**src/rtl/rgb_blink_ctrl_if.sv**
```systemverilog
// Board-pin bundle for the LED/bootloader controller: raw button in,
// active-low LED drives, current mode and bootloader reset request out.
interface rgb_blink_ctrl_if #(
    parameter int NUM_CH = 3
);
    logic              usr_btn;
    logic [NUM_CH-1:0] led_n;
    logic [1:0]        mode;
    logic              rsn_n;

    // Board / top-level side: drives the button, observes the outputs
    modport master (
        output usr_btn,
        input  led_n,
        input  mode,
        input  rsn_n
    );

    // Controller side
    modport slave (
        input  usr_btn,
        output led_n,
        output mode,
        output rsn_n
    );
endinterface

```
**src/rtl/rgb_blink_ctrl.sv**
```systemverilog
// LED pattern and bootloader-reset controller. A free-running counter feeds
// one of four display patterns; the debounced user button cycles the mode on
// a short press and requests a bootloader reset on a long press.
module rgb_blink_ctrl #(
    parameter int CNT_W          = 27,
    parameter int NUM_CH         = 3,
    parameter int PWM_W          = 8,
    parameter int DEBOUNCE_CYC   = 48000,
    parameter int LONG_PRESS_CYC = 96000000
) (
    input  logic             clk48,
    input  logic             rst,
    rgb_blink_ctrl_if.slave  pins
);

    localparam int DB_W   = $clog2(DEBOUNCE_CYC + 1);
    localparam int HOLD_W = $clog2(LONG_PRESS_CYC + 1);

    localparam logic [DB_W-1:0]   DB_LAST  = DB_W'(DEBOUNCE_CYC - 1);
    localparam logic [HOLD_W-1:0] HOLD_MAX = HOLD_W'(LONG_PRESS_CYC);
    localparam logic [HOLD_W-1:0] HOLD_PRE = HOLD_W'(LONG_PRESS_CYC - 1);

    logic [CNT_W-1:0]  cnt;
    logic              sync1;
    logic              sync2;
    logic              btn_s;
    logic              btn_db;
    logic [DB_W-1:0]   db_cnt;
    logic [HOLD_W-1:0] hold_cnt;
    logic              long_fired;
    logic [1:0]        mode_r;
    logic              rsn_r;
    logic [NUM_CH-1:0] led_r;
    logic [NUM_CH-1:0] on;
    logic [PWM_W-1:0]  tri_lvl;

    logic db_change;
    logic db_accept;
    logic release_evt;
    logic long_fire;

    assign btn_s       = sync2;
    assign db_change   = (btn_s != btn_db);
    assign db_accept   = db_change && (db_cnt == DB_LAST);
    // Accepting a 1 while the debounced level is 0 is the release edge
    assign release_evt = db_accept && btn_s;
    // Fire on the edge where hold_cnt steps onto the threshold
    assign long_fire   = !long_fired && !btn_db && (hold_cnt == HOLD_PRE);

    // Free-running pattern counter
    always_ff @(posedge clk48 or posedge rst) begin
        if (rst) cnt <= '0;
        else     cnt <= cnt + 1'b1;
    end

    // Two-flop synchroniser for the asynchronous button
    always_ff @(posedge clk48 or posedge rst) begin
        if (rst) begin
            sync1 <= 1'b1;
            sync2 <= 1'b1;
        end else begin
            sync1 <= pins.usr_btn;
            sync2 <= sync1;
        end
    end

    // Debounce: a new level must persist DEBOUNCE_CYC cycles; any reversal restarts
    always_ff @(posedge clk48 or posedge rst) begin
        if (rst) begin
            btn_db <= 1'b1;
            db_cnt <= '0;
        end else if (db_accept) begin
            btn_db <= btn_s;
            db_cnt <= '0;
        end else if (db_change) begin
            db_cnt <= db_cnt + 1'b1;
        end else begin
            db_cnt <= '0;
        end
    end

    // Press duration, saturating so it never wraps during very long holds
    always_ff @(posedge clk48 or posedge rst) begin
        if (rst)                      hold_cnt <= '0;
        else if (btn_db)              hold_cnt <= '0;
        else if (hold_cnt != HOLD_MAX) hold_cnt <= hold_cnt + 1'b1;
    end

    // Long press latches the bootloader request until rst; short release steps the mode
    always_ff @(posedge clk48 or posedge rst) begin
        if (rst) begin
            long_fired <= 1'b0;
            rsn_r      <= 1'b1;
            mode_r     <= 2'd0;
        end else begin
            if (long_fire) begin
                long_fired <= 1'b1;
                rsn_r      <= 1'b0;
            end
            if (release_evt && !long_fired && !long_fire)
                mode_r <= mode_r + 2'd1;
        end
    end

    // Pattern selection; breathe folds the upper counter bits into a triangle duty
    always_comb begin
        tri_lvl = cnt[CNT_W-1] ? ~cnt[CNT_W-2 -: PWM_W] : cnt[CNT_W-2 -: PWM_W];
        on      = '0;
        case (mode_r)
            2'd0:    on = cnt[CNT_W-1 -: NUM_CH];
            2'd1:    on = {NUM_CH{cnt[PWM_W-1:0] < tri_lvl}};
            2'd2:    on = '1;
            default: on = '0;
        endcase
    end

    // Registered active-low LED drive
    always_ff @(posedge clk48 or posedge rst) begin
        if (rst) led_r <= '1;
        else     led_r <= ~on;
    end

    assign pins.led_n = led_r;
    assign pins.mode  = mode_r;
    assign pins.rsn_n = rsn_r;

endmodule
```
**src/flat_wrapper.sv**
```systemverilog
// flat-port wrapper written by rule: the top's interface ports become plain ports
module rgb_blink_ctrl_flat 
#(
    parameter int CNT_W          = 27,
    parameter int NUM_CH         = 3,
    parameter int PWM_W          = 8,
    parameter int DEBOUNCE_CYC   = 48000,
    parameter int LONG_PRESS_CYC = 96000000
)
  (clk48, rst, pins_usr_btn, pins_led_n, pins_mode, pins_rsn_n);
  rgb_blink_ctrl_if #(.NUM_CH(NUM_CH)) pins_i ();
  input  logic clk48;
  input  logic rst;
  input wire logic [$bits(pins_i.usr_btn)-1:0] pins_usr_btn;
  output wire logic [$bits(pins_i.led_n)-1:0] pins_led_n;
  output wire logic [$bits(pins_i.mode)-1:0] pins_mode;
  output wire logic [$bits(pins_i.rsn_n)-1:0] pins_rsn_n;
  assign pins_i.usr_btn = pins_usr_btn;
  assign pins_led_n = pins_i.led_n;
  assign pins_mode = pins_i.mode;
  assign pins_rsn_n = pins_i.rsn_n;
  rgb_blink_ctrl #(.CNT_W(CNT_W), .NUM_CH(NUM_CH), .PWM_W(PWM_W), .DEBOUNCE_CYC(DEBOUNCE_CYC), .LONG_PRESS_CYC(LONG_PRESS_CYC)) u_core (.clk48(clk48), .rst(rst), .pins(pins_i));
endmodule
```
**config.mk**
```make
export PLATFORM = sky130hd
export DESIGN_NAME = rgb_blink_ctrl_flat
export DESIGN_NICKNAME = d
export VERILOG_FILES = /design/src/rtl/rgb_blink_ctrl_if.sv /design/src/rtl/rgb_blink_ctrl.sv /design/src/flat_wrapper.sv
export SDC_FILE = /design/constraint.sdc
export NUM_CORES = 1
export LEC_CHECK = 0
export CAP_MARGIN = 40
export CORE_ASPECT_RATIO = 0.8
export CORE_MARGIN = 3
export CORE_UTILIZATION = 55
export CTS_CLUSTER_DIAMETER = 40
export DETAILED_ROUTE_END_ITERATION = 6
export DONT_BUFFER_PORTS = 1
export MAX_ROUTING_LAYER = met4
export PLACE_DENSITY = 0.81
export RECOVER_POWER = 50
export SYNTH_ARGS = -nofsm -noshare
export SYNTH_HDL_FRONTEND = slang
export SYNTH_SLANG_ARGS = --single-unit
```
**constraint.sdc**
```tcl
create_clock -name clk48 -period 2.5 [get_ports clk48]
set_clock_uncertainty 0.05 [all_clocks]
set_input_delay 0.5 -clock clk48 [delete_from_list [all_inputs] [get_ports clk48]]
set_output_delay 0.5 -clock clk48 [all_outputs]
set_load 0.01 [all_outputs]
```
==> impl_metrics.toml, run 1 <==
[power_and_ir_drop]
vdd_drop_max_mv = 0.252
finalPower_mw = 2.42
power-per-cell-area_nw_per_um2 = 541
cellLeakagePower_nw = 1.85

[logic_synthesis]
synth_largest_type_area_fraction_pct = 44.2
synth_commonest_cells = "73 x sky130_fd_sc_hd__dfrtp_1, 39 x sky130_fd_sc_hd__xnor2_1, 37 x sky130_fd_sc_hd__nor2_1"
ys.warnings.count = 0
post_synth_edffs = 0
async_flop_share_pct = 100
synth.avg_cell_area_um2 = 10.3
seq_area_frac_synth_pct = 48.6
netlist_area_um2 = 4130
netlist-cell-type-count = 40
synth.ff_latch_count = 80
postSynthCellCount = 403
ys.flop_type = "sky130_fd_sc_hd__dfrtp_1"
synthDominantAreaCellType = "sky130_fd_sc_hd__dfrtp_1"
syn-num-nets = 421
synth.most_common_cell = "sky130_fd_sc_hd__dfrtp_1"
post_synth_main_area_contributors = "sky130_fd_sc_hd__dfrtp_1 44%, sky130_fd_sc_hd__xnor2_1 8.3%, sky130_fd_sc_hd__ha_1 4.5%, sky130_fd_sc_hd__dfstp_2 4.4%, sky130_fd_sc_hd__xor2_1 3.6%"

[global_route]
antenna_found_initial = 0
largest_net_degree_at_the_start_of_global_routing = 81
grt.met1_usage_pct = 29.1
grt_most_used_layer = "met1"
grt_util_met2_pct = 25.7
grt_pass1_wl_mm = 13.4
grt.met3_usage_pct = 6.68
overflow = 0
first_global_vias = 2879
grtUsageTotal_pct = 19.7

[setup_path]
critPathKind = "reg2reg"
r2r_end = "u_core.pins.mode[1]"
worst_setup_path_endpoint = "u_core.pins.mode[1]"
rr_worst_depth = 4
timing.critical_path.from = "u_core.db_cnt[7]"
path_max_fanout = 5
cp-start-kind = "flip-flop"
timing.rr.start = "u_core.db_cnt[7]"
cp_data_required_time_ps = 2700
regToRegSetupSlack_ps = 260
timing.critical_path.to_type = "flip-flop"
critPathArrivalTime_ps = 2430

[floorplan]
io-pin-count = 9
core_um2 = 7090
die_w_um = 103
die-height_um = 83.5
initial_utilization_pct = 58.3
placement_rows = 27
floorplan.die_area_um2 = 8600

[timing]
setup_total_negative_slack_ps = 0
finalCriticalPeriod_ps = 2240
final_critical_path_setup_slack_ps = 264
post-route-period-util_pct = 89.4
final-setup-viol-count = 0
fmax_ghz = 0.447
grt_setup_unrepaired = "no"
worst-slew-pin-transition_ps = 1900
timing.final.max_slew_violations = 81
slew-limit-headroom_pct = -26.6
hold_ws_ps = 96.7
hold_viol_final = 0

[run]
maxCapViolCount = 1

[layout]
syn_to_final_growth_pct = 8.08
core_util_final_pct = 63.0
post_route_cells_drive_above_1_share_pct = 9.64
post-route-cell-area_um2 = 4470
finish.net_count = 428
instances_no_fill = 502
n_antenna_cell = 0

[route]
postRouteAntennaNets = 0
post-route-drc-count = 0
postRouteWirelength_mm = 7.52
routedWlPerCell_um = 15.0
avgViaCountPerCell = 5.93
detailedRoute.firstPassIterationCount = 4
drt-initial-drc-count = 165
route.vias.total = 2977

[place]
place.port_buffers = 0
gp_routability_congestion = 0.792
placedInstanceArea_um2 = 4260
placedCellCount = 486
place_worst_setup_slack_ps = 261
hpwlAfterDp_mm = 5.24

[clocking]
holdBufCountCts = 0
cts.repair_timing.setup_buffer_count = 0
clk_lat_worst_skew_ps = 350
htree_levels = 3
cts_inserted_buffers = 9
clock_path_buffers = 2
cts.sinks = 80
cts.repair.resized = 0
cts_tree = "done"
root_buffer = "sky130_fd_sc_hd__clkbuf_8"
clkSlewWorstSetupHoldPaths_ps = 80

[min_path]
worst_hold_path_type = "in2reg"
min-delay-start = "pins_usr_btn"

[run_status]
failing_checks = "capacitance limit, slew limit"
run_status = "finished, violations left"
-- critical path, cell delays in order, from the launching register on --
cell and delay [ps]:
sky130_fd_sc_hd__dfrtp_1 420, sky130_fd_sc_hd__or4b_1 530, sky130_fd_sc_hd__or4_4 530, sky130_fd_sc_hd__a311oi_4 270, sky130_fd_sc_hd__mux2_4 320
-- how the worst min path moves through the flow --
| stage | cells after the start | to | slack, ps |
|---|---|---|---|
| finish | 0 | u_core.sync1 | 100 |
| global route | 0 | u_core.sync1 | 60 |
| CTS | 0 | u_core.sync1 | 70 |
| detailed placement | 0 | u_core.btn_s | 310 |
| global placement | 0 | u_core.btn_s | 310 |
| floorplan | 0 | u_core.btn_s | 300 |
-- cell type report --
class	instances	area (um^2)
flip-flops and latches	80	2010
fillers	541	2630
clock inverters	6	90.1
multi-input cells	300	2030
inverters	14	53.8
well taps	87	109
clock buffers	10	138
repair buffers	5	35.0
-- report_power, final --
part           internal [mW]  leakage [nW]  switching [mW]
registers               1.30          1.06         0.00591
clock network          0.593         0.113           0.482
logic                0.00670         0.680          0.0323
-- state kept, by name, indices dropped and copies added (netlist names) --
name	cells
u_core.btn_db	1
u_core.btn_s	1
u_core.cnt	27
u_core.db_cnt	16
u_core.hold_cnt	27
u_core.long_fired	1
u_core.pins.led_n	3
u_core.pins.mode	2
u_core.pins.rsn_n	1
u_core.sync1	1
-- cells by family after synthesis --
kind of cell	Yosys count	share of synthesized area [%]
adders and majority gates	15	4.54
DFF	80	48.6
xor gates and xnor gates	56	11.9
and+or+nand+nor	175	23.8
AOI/OAI and AO/OA	49	7.48
muxes	5	1.45
buffers and inverters	23	2.21
-- routing by layer --
metal / part of all wire, % / vias to the layer above
met3: 4.0 / 17
li1: - / 1471
met2: 43 / 52
met5: 0 / -
met4: 1.4 / 0
met1: 51 / 1437
-- placed cells by master (no fill, tap or decap), types with 2 or more instances in the layout --
cell type | synthesis | layout
sky130_fd_sc_hd__nor4b_1 | 4 | 4
sky130_fd_sc_hd__ha_1 | 15 | 15
sky130_fd_sc_hd__nor2_1 | 37 | 37
sky130_fd_sc_hd__and3_1 | 11 | 11
sky130_fd_sc_hd__mux2_2 | 4 | 4
sky130_fd_sc_hd__dfstp_2 | 7 | 6
sky130_fd_sc_hd__xnor2_1 | 39 | 39
sky130_fd_sc_hd__dfrtp_1 | 73 | 73
sky130_fd_sc_hd__nand4_1 | 22 | 22
sky130_fd_sc_hd__a21oi_1 | 23 | 23
sky130_fd_sc_hd__clkbuf_8 | 0 | 10
sky130_fd_sc_hd__or4_4 | 2 | 2
sky130_fd_sc_hd__and4_1 | 10 | 10
sky130_fd_sc_hd__or4_1 | 10 | 10
sky130_fd_sc_hd__nand2_1 | 23 | 23
sky130_fd_sc_hd__o31ai_1 | 10 | 10
sky130_fd_sc_hd__nor3_1 | 5 | 5
sky130_fd_sc_hd__a21o_1 | 2 | 2
sky130_fd_sc_hd__bufinv_16 | 0 | 2
sky130_fd_sc_hd__or3_1 | 5 | 5
sky130_fd_sc_hd__nor2b_1 | 5 | 5
sky130_fd_sc_hd__buf_4 | 1 | 4
sky130_fd_sc_hd__nand3_1 | 26 | 26
sky130_fd_sc_hd__xor2_1 | 17 | 17
sky130_fd_sc_hd__inv_1 | 14 | 13
sky130_fd_sc_hd__a211oi_1 | 3 | 3
sky130_fd_sc_hd__o21ai_0 | 8 | 8
sky130_fd_sc_hd__nor4_1 | 6 | 6
sky130_fd_sc_hd__and2_1 | 2 | 2
(Power assumes the default switching activity.)
==> run 2: changes to the inputs <==
--- a/config.mk
+++ b/config.mk
@@ -5,6 +5,7 @@
 export SDC_FILE = /design/constraint.sdc
 export NUM_CORES = 1
 export LEC_CHECK = 0
+export ABC_CLOCK_PERIOD_IN_PS = 2500
 export CAP_MARGIN = 40
 export CORE_ASPECT_RATIO = 0.8
 export CORE_MARGIN = 3
==> results of run 2 <==
The final DEF is identical to that of run 1; final timing and power are the same.
==> RTL edit 1, RTL diff (config.mk and constraints of run 1) <==
`PWM_W` is set to 8 in 2 places; all go to 12.
--- a/src/rtl/rgb_blink_ctrl.sv
+++ b/src/rtl/rgb_blink_ctrl.sv
@@ -4,7 +4,7 @@
 module rgb_blink_ctrl #(
     parameter int CNT_W          = 27,
     parameter int NUM_CH         = 3,
-    parameter int PWM_W          = 8,
+    parameter int PWM_W          = 12,
     parameter int DEBOUNCE_CYC   = 48000,
     parameter int LONG_PRESS_CYC = 96000000
 ) (
--- a/src/flat_wrapper.sv
+++ b/src/flat_wrapper.sv
@@ -3,7 +3,7 @@
 #(
     parameter int CNT_W          = 27,
     parameter int NUM_CH         = 3,
-    parameter int PWM_W          = 8,
+    parameter int PWM_W          = 12,
     parameter int DEBOUNCE_CYC   = 48000,
     parameter int LONG_PRESS_CYC = 96000000
 )
Formal check against the unedited RTL: no difference found for any inputs over 10 cycles, from zero or initial values and one cycle with rst high; that may be too few to reach the edited logic, so the function may still have changed.
==> RTL edit 1 against run 1 <==
- total power fell by 10%
- clock power shrank 23%
- wire length up 3.5%
- die area increased by 2.5%
- count of clock-buffer cells in the layout unchanged
- worst setup slack lost 0.015 ns
- synthesized area is 2.7% higher
- fmax fell by 0.65%
- sequential power is essentially flat
- sequential cell count is the same
- critical path depth up 1
- design area increased by 1.3%
- largest cell class unchanged
==> RTL edit 1: results (changes against run 1) <==
GRT
The via count of the first global-routing pass was 2,912 (+1.1%). The fraction of met3 tracks used by global routing was 3.77% (-2.9 points). The maximum number of pins on one net before global-route repair came to 41 (-49%). The met2 capacity usage during global routing is 29.6% (+3.9 points). The total routing usage reported by global routing is 19.8% (+0.11 points).

The global-route track usage on met1 is 27.7% (-1.4 points).

Finish
The count of fill cells added during filler insertion was 604 (+12%). The number of ordinary and repair buffers in the finished layout is 7 (+2). The multi-input logic portion of the cell area is 46.7% (+1.2 points).

The area share of buffers outside the clock network is 1.02% (+0.24 points). The inverter count is 17 (+3). The fraction of layout cells with a size suffix above 1 came to 9.72% (+0.084 points).

Status
The flow ran to the end, and the final reports show no timing, DRC or antenna violations.

Synthesis
The post-synthesis mux area share is 1.33% (-0.13 points). The proportion of synthesized chip area in sequential cells is 47.3% (-1.3 points). By area the synthesized netlist is led by dfrtp_1 43%, xnor2_1 10%, ha_1 5.6%, dfstp_2 4.3%, nor2_1 3.7%. The xor-xnor portion of the synthesized cell area is 12.8% (+0.92 points). The number of nets in the synthesized netlist is 440 (+4.5%). The number of different library cells in the post-synthesis netlist is 43 (+7.5%).

Sorting the synthesized cells by how often they occur yields 73 x dfrtp_1, 49 x xnor2_1, 42 x nor2_1, 25 x a21oi_1.

Routing
The wire length on met1 is 3.91 mm (+1.4%). The number of DRC violations after detailed-routing iteration 0 is 118 (-28%). The total routed wirelength is 7.78 mm (+3.5%). The number of vias per cell was 5.74 (-3.2%).

Place
The routability congestion estimate came to 0.849 (+7.1%). The setup slack at placement is 0.276 ns (+0.0144 ns). The number of placed cells counting well taps came to 517 (+6.4%).

The placed wire-length estimate after detailed placement was 5.58 mm (+6.5%).

Pwr
The largest voltage drop on the vdd net came to 0.319 mV (+26%).

Worst setup path
The largest fanout of any net on the critical path is 9 (+4). The length in cells of the worst reg-to-reg path is 5 (+1).
==> RTL edit 1: worst paths after layout <==
| path | from | end | slack (ns) |
|---|---|---|---|
| max in group asynchronous | rst | u_core.hold_cnt[10]$_DFFE_PP0P_ | 0.75 |
| hold reg to reg | u_core.sync1$_DFF_PP1_ | u_core.btn_s$_DFF_PP1_ | 0.31 |
| min in group asynchronous | rst | u_core.hold_cnt[20]$_DFFE_PP0P_ | 0.19 |
| setup reg to reg | u_core.hold_cnt[0]$_DFFE_PP0P_ | u_core.hold_cnt[26]$_DFFE_PP0P_ | 0.25 |
| hold / removal | pins_usr_btn | u_core.sync1$_DFF_PP1_ | 0.09 |
| setup / recovery | u_core.hold_cnt[0]$_DFFE_PP0P_ | u_core.hold_cnt[26]$_DFFE_PP0P_ | 0.25 |
==> RTL edit 1: stage by stage <==
step,utilization (%),power (mW),cell area [sq um]
after floorplan,-,1.36,4250
after global placement,60.9,1.37,4380
after detailed placement,60.9,1.38,4380
after CTS,63.2,2.20,4550
after global routing,62.9,2.26,4530
final,62.9,2.17,4530
==> RTL edit 1: cells by family after synthesis <==
kind of cell / count (synthesis)
XOR/XNOR: 62
AND/OR/NAND/NOR: 177
multiplexers: 5
adder cells (fa/ha/maj): 19
flip-flops: 80
AO/OA/AOI/OAI: 49
buffers and inverters: 26
==> RTL edit 1: power breakdown <==
part / internal, mW / total, mW / switching, mW / leakage (nW)
clock: 0.356 / 0.823 / 0.468 / 0.0858
sequential: 1.30 / 1.31 / 0.00509 / 1.06
combinational: 0.00615 / 0.0386 / 0.0324 / 0.690
total: 1.66 / 2.17 / 0.505 / 1.84
==> RTL edit 1: critical path, cell delays in order (launching register included) <==
cell and delay [ns]:
dfrtp_1 0.41, ha_1 0.25, nand3_1 0.17, or3_1 0.54, nor4_1 0.33, mux2_2 0.38
==> RTL edit 2, RTL diff (settings of run 1) <==
Without the edit above. Reset style: synchronous (`rst`), changed in 6 clocked blocks. Comments in the files are not updated.
--- a/src/rtl/rgb_blink_ctrl.sv
+++ b/src/rtl/rgb_blink_ctrl.sv
@@ -48,13 +48,13 @@
     assign long_fire   = !long_fired && !btn_db && (hold_cnt == HOLD_PRE);
 
     // Free-running pattern counter
-    always_ff @(posedge clk48 or posedge rst) begin
+    always_ff @(posedge clk48) begin
         if (rst) cnt <= '0;
         else     cnt <= cnt + 1'b1;
     end
 
     // Two-flop synchroniser for the asynchronous button
-    always_ff @(posedge clk48 or posedge rst) begin
+    always_ff @(posedge clk48) begin
         if (rst) begin
             sync1 <= 1'b1;
             sync2 <= 1'b1;
@@ -65,7 +65,7 @@
     end
 
     // Debounce: a new level must persist DEBOUNCE_CYC cycles; any reversal restarts
-    always_ff @(posedge clk48 or posedge rst) begin
+    always_ff @(posedge clk48) begin
         if (rst) begin
             btn_db <= 1'b1;
             db_cnt <= '0;
@@ -80,14 +80,14 @@
     end
 
     // Press duration, saturating so it never wraps during very long holds
-    always_ff @(posedge clk48 or posedge rst) begin
+    always_ff @(posedge clk48) begin
         if (rst)                      hold_cnt <= '0;
         else if (btn_db)              hold_cnt <= '0;
         else if (hold_cnt != HOLD_MAX) hold_cnt <= hold_cnt + 1'b1;
     end
 
     // Long press latches the bootloader request until rst; short release steps the mode
-    always_ff @(posedge clk48 or posedge rst) begin
+    always_ff @(posedge clk48) begin
         if (rst) begin
             long_fired <= 1'b0;
             rsn_r      <= 1'b1;
@@ -115,7 +115,7 @@
     end
 
     // Registered active-low LED drive
-    always_ff @(posedge clk48 or posedge rst) begin
+    always_ff @(posedge clk48) begin
         if (rst) led_r <= '1;
         else     led_r <= ~on;
     end
Function: same outputs for any inputs over 10 cycles, from zero or initial values and one cycle with rst high; that may be too few to reach the edited logic, so the function may still have changed.
==> RTL edit 2 against run 1 <==
- wire length increased by 4.5%
- synthesized area fell by 2.6%
- sequential cell count stayed put
- total power is 9.4% lower
- design area fell by 5.3%
- worst setup slack improved by 0.070 ns
- critical path type unchanged
- largest power group unchanged
- highest routed layer unchanged
==> RTL edit 2: results (changes against run 1) <==
GRT
The wire length of the first global-routing pass came to 13.4 mm (about the same). The maximum number of pins on one net before global-route repair is 44 (-46%). The total routing usage reported by global routing came to 20.5% (+0.78 points). The via count of the first global-routing pass is 2,874 (-0.17%).

Routing
The total routed wirelength is 7.85 mm (+4.5%). The total vias in the final route was 3,327 (+12%).

Status
The flow ran to the end, and the final reports show no timing, DRC or antenna violations.

Worst setup path
The stage delay of the slowest cell on the critical path is 0.59 ns (+0.06 ns). The length in cells of the worst reg-to-reg path is 5 (+1). The launch instance of the worst register-to-register path is u_core.db_cnt[0]$_SDFF_PP0_.

The critical-path cell with the highest stage delay is or4_1.

Synthesis
The number of different library cells in the post-synthesis netlist is 54 (+35%). The number of nets in the synthesized netlist was 480 (+14%). For this run, the leading register cell type out of synthesis is dfxtp_1. In the post-synthesis netlist, the biggest area contributors are dfxtp_1 40%, xor2_1 5.2%, a21oi_1 4.7%, ha_1 4.7%, nor2_1 4.2%. Counting instances in the post-synthesis netlist gives the leading cell types as 80 x dfxtp_1, 45 x nor2_1, 38 x a21oi_1, 30 x nand3_1, 24 x xor2_1. The proportion of synthesized chip area in sequential cells is 39.8% (-8.9 points).

Finish
The fraction of layout cells with a size suffix above 1 was 6.55% (-3.1 points). The final-stage net count came to 471 (+10%).

Pwr
The internal power was 1.69 mW (-11%). The largest voltage drop on the vdd net is 0.448 mV (+78%). The power share of the clock group is 40.3% (-4.1 points). The proportion of power drawn by flip-flops and latches is 58.6% (+4.6 points). The leakage power figure was 1.31 nW (-30%).

Min path
The start point of the worst min-delay path is rst. The worst hold path terminates at u_core.cnt[8]$_SDFF_PP0_. The number of cells traversed by the worst hold path is 1 (+1).

Timing
The actual transition at the worst max-transition pin is 1.46 ns (-0.435 ns). The worst hold slack across all endpoints is 0.153 ns (+0.0567 ns).

Place
The routability congestion estimate came to 0.889 (+12%). The placed wire-length estimate after detailed placement is 5.47 mm (+4.4%).
RTL edit 2: changes by cell type after synthesis, moves of 8 or more:
cell / run 1 / this run
nor2_1: 37 / 45
xnor2_1: 39 / 18
or3_1: 5 / 13
dfxtp_1: 0 / 80
dfrtp_1: 73 / 0
a21oi_1: 23 / 38
o21ai_0: 8 / 17
RTL edit 2: final cells by class:
class / count / area, sq um
fillers: 608 / 2760
flip-flops and latches: 80 / 1600
inverters: 12 / 45.0
multi-input cells: 350 / 2290
well taps: 87 / 109
clock buffers: 11 / 141
clock inverters: 5 / 40.0
RTL edit 2: metrics by stage:
| step | cell area [sq um] | cells | total power, mW | setup slack, ns | utilization, % |
|---|---|---|---|---|---|
| after CTS | 4240 | 545 | 2.22 | 0.371 | 60.6 |
| final | 4230 | 545 | 2.19 | 0.335 | 60.5 |
| after global placement | 4050 | 529 | 1.34 | 0.451 | 58.0 |
| after floorplan | 4030 | 462 | 1.34 | 0.512 | - |
| after global routing | 4230 | 545 | 2.28 | 0.178 | 60.5 |
| after detailed placement | 4050 | 529 | 1.34 | 0.392 | 58.0 |
RTL edit 2: cell families (layout without fill, tap and decap cells):
family	count (synthesis)	count (layout)	synth area share (%)
simple gates	211	211	30.4
compound gates	80	80	12.2
fa+ha+maj	15	15	4.66
buf+inv	32	28	3.17
mux	2	2	0.621
xor+xnor	42	42	9.13
flops	80	80	39.8
RTL edit 2: metal layers:
| metal | share of wire (%) | vias to the layer above | GRT usage (%) |
|---|---|---|---|
| li1 | - | 1672 | - |
| met5 | 0 | - | - |
| met4 | 1.5 | 0 | 6.24 |
| met1 | 49 | 1584 | 26.8 |
| met2 | 44 | 60 | 30.2 |
| met3 | 5.4 | 11 | 6.63 |
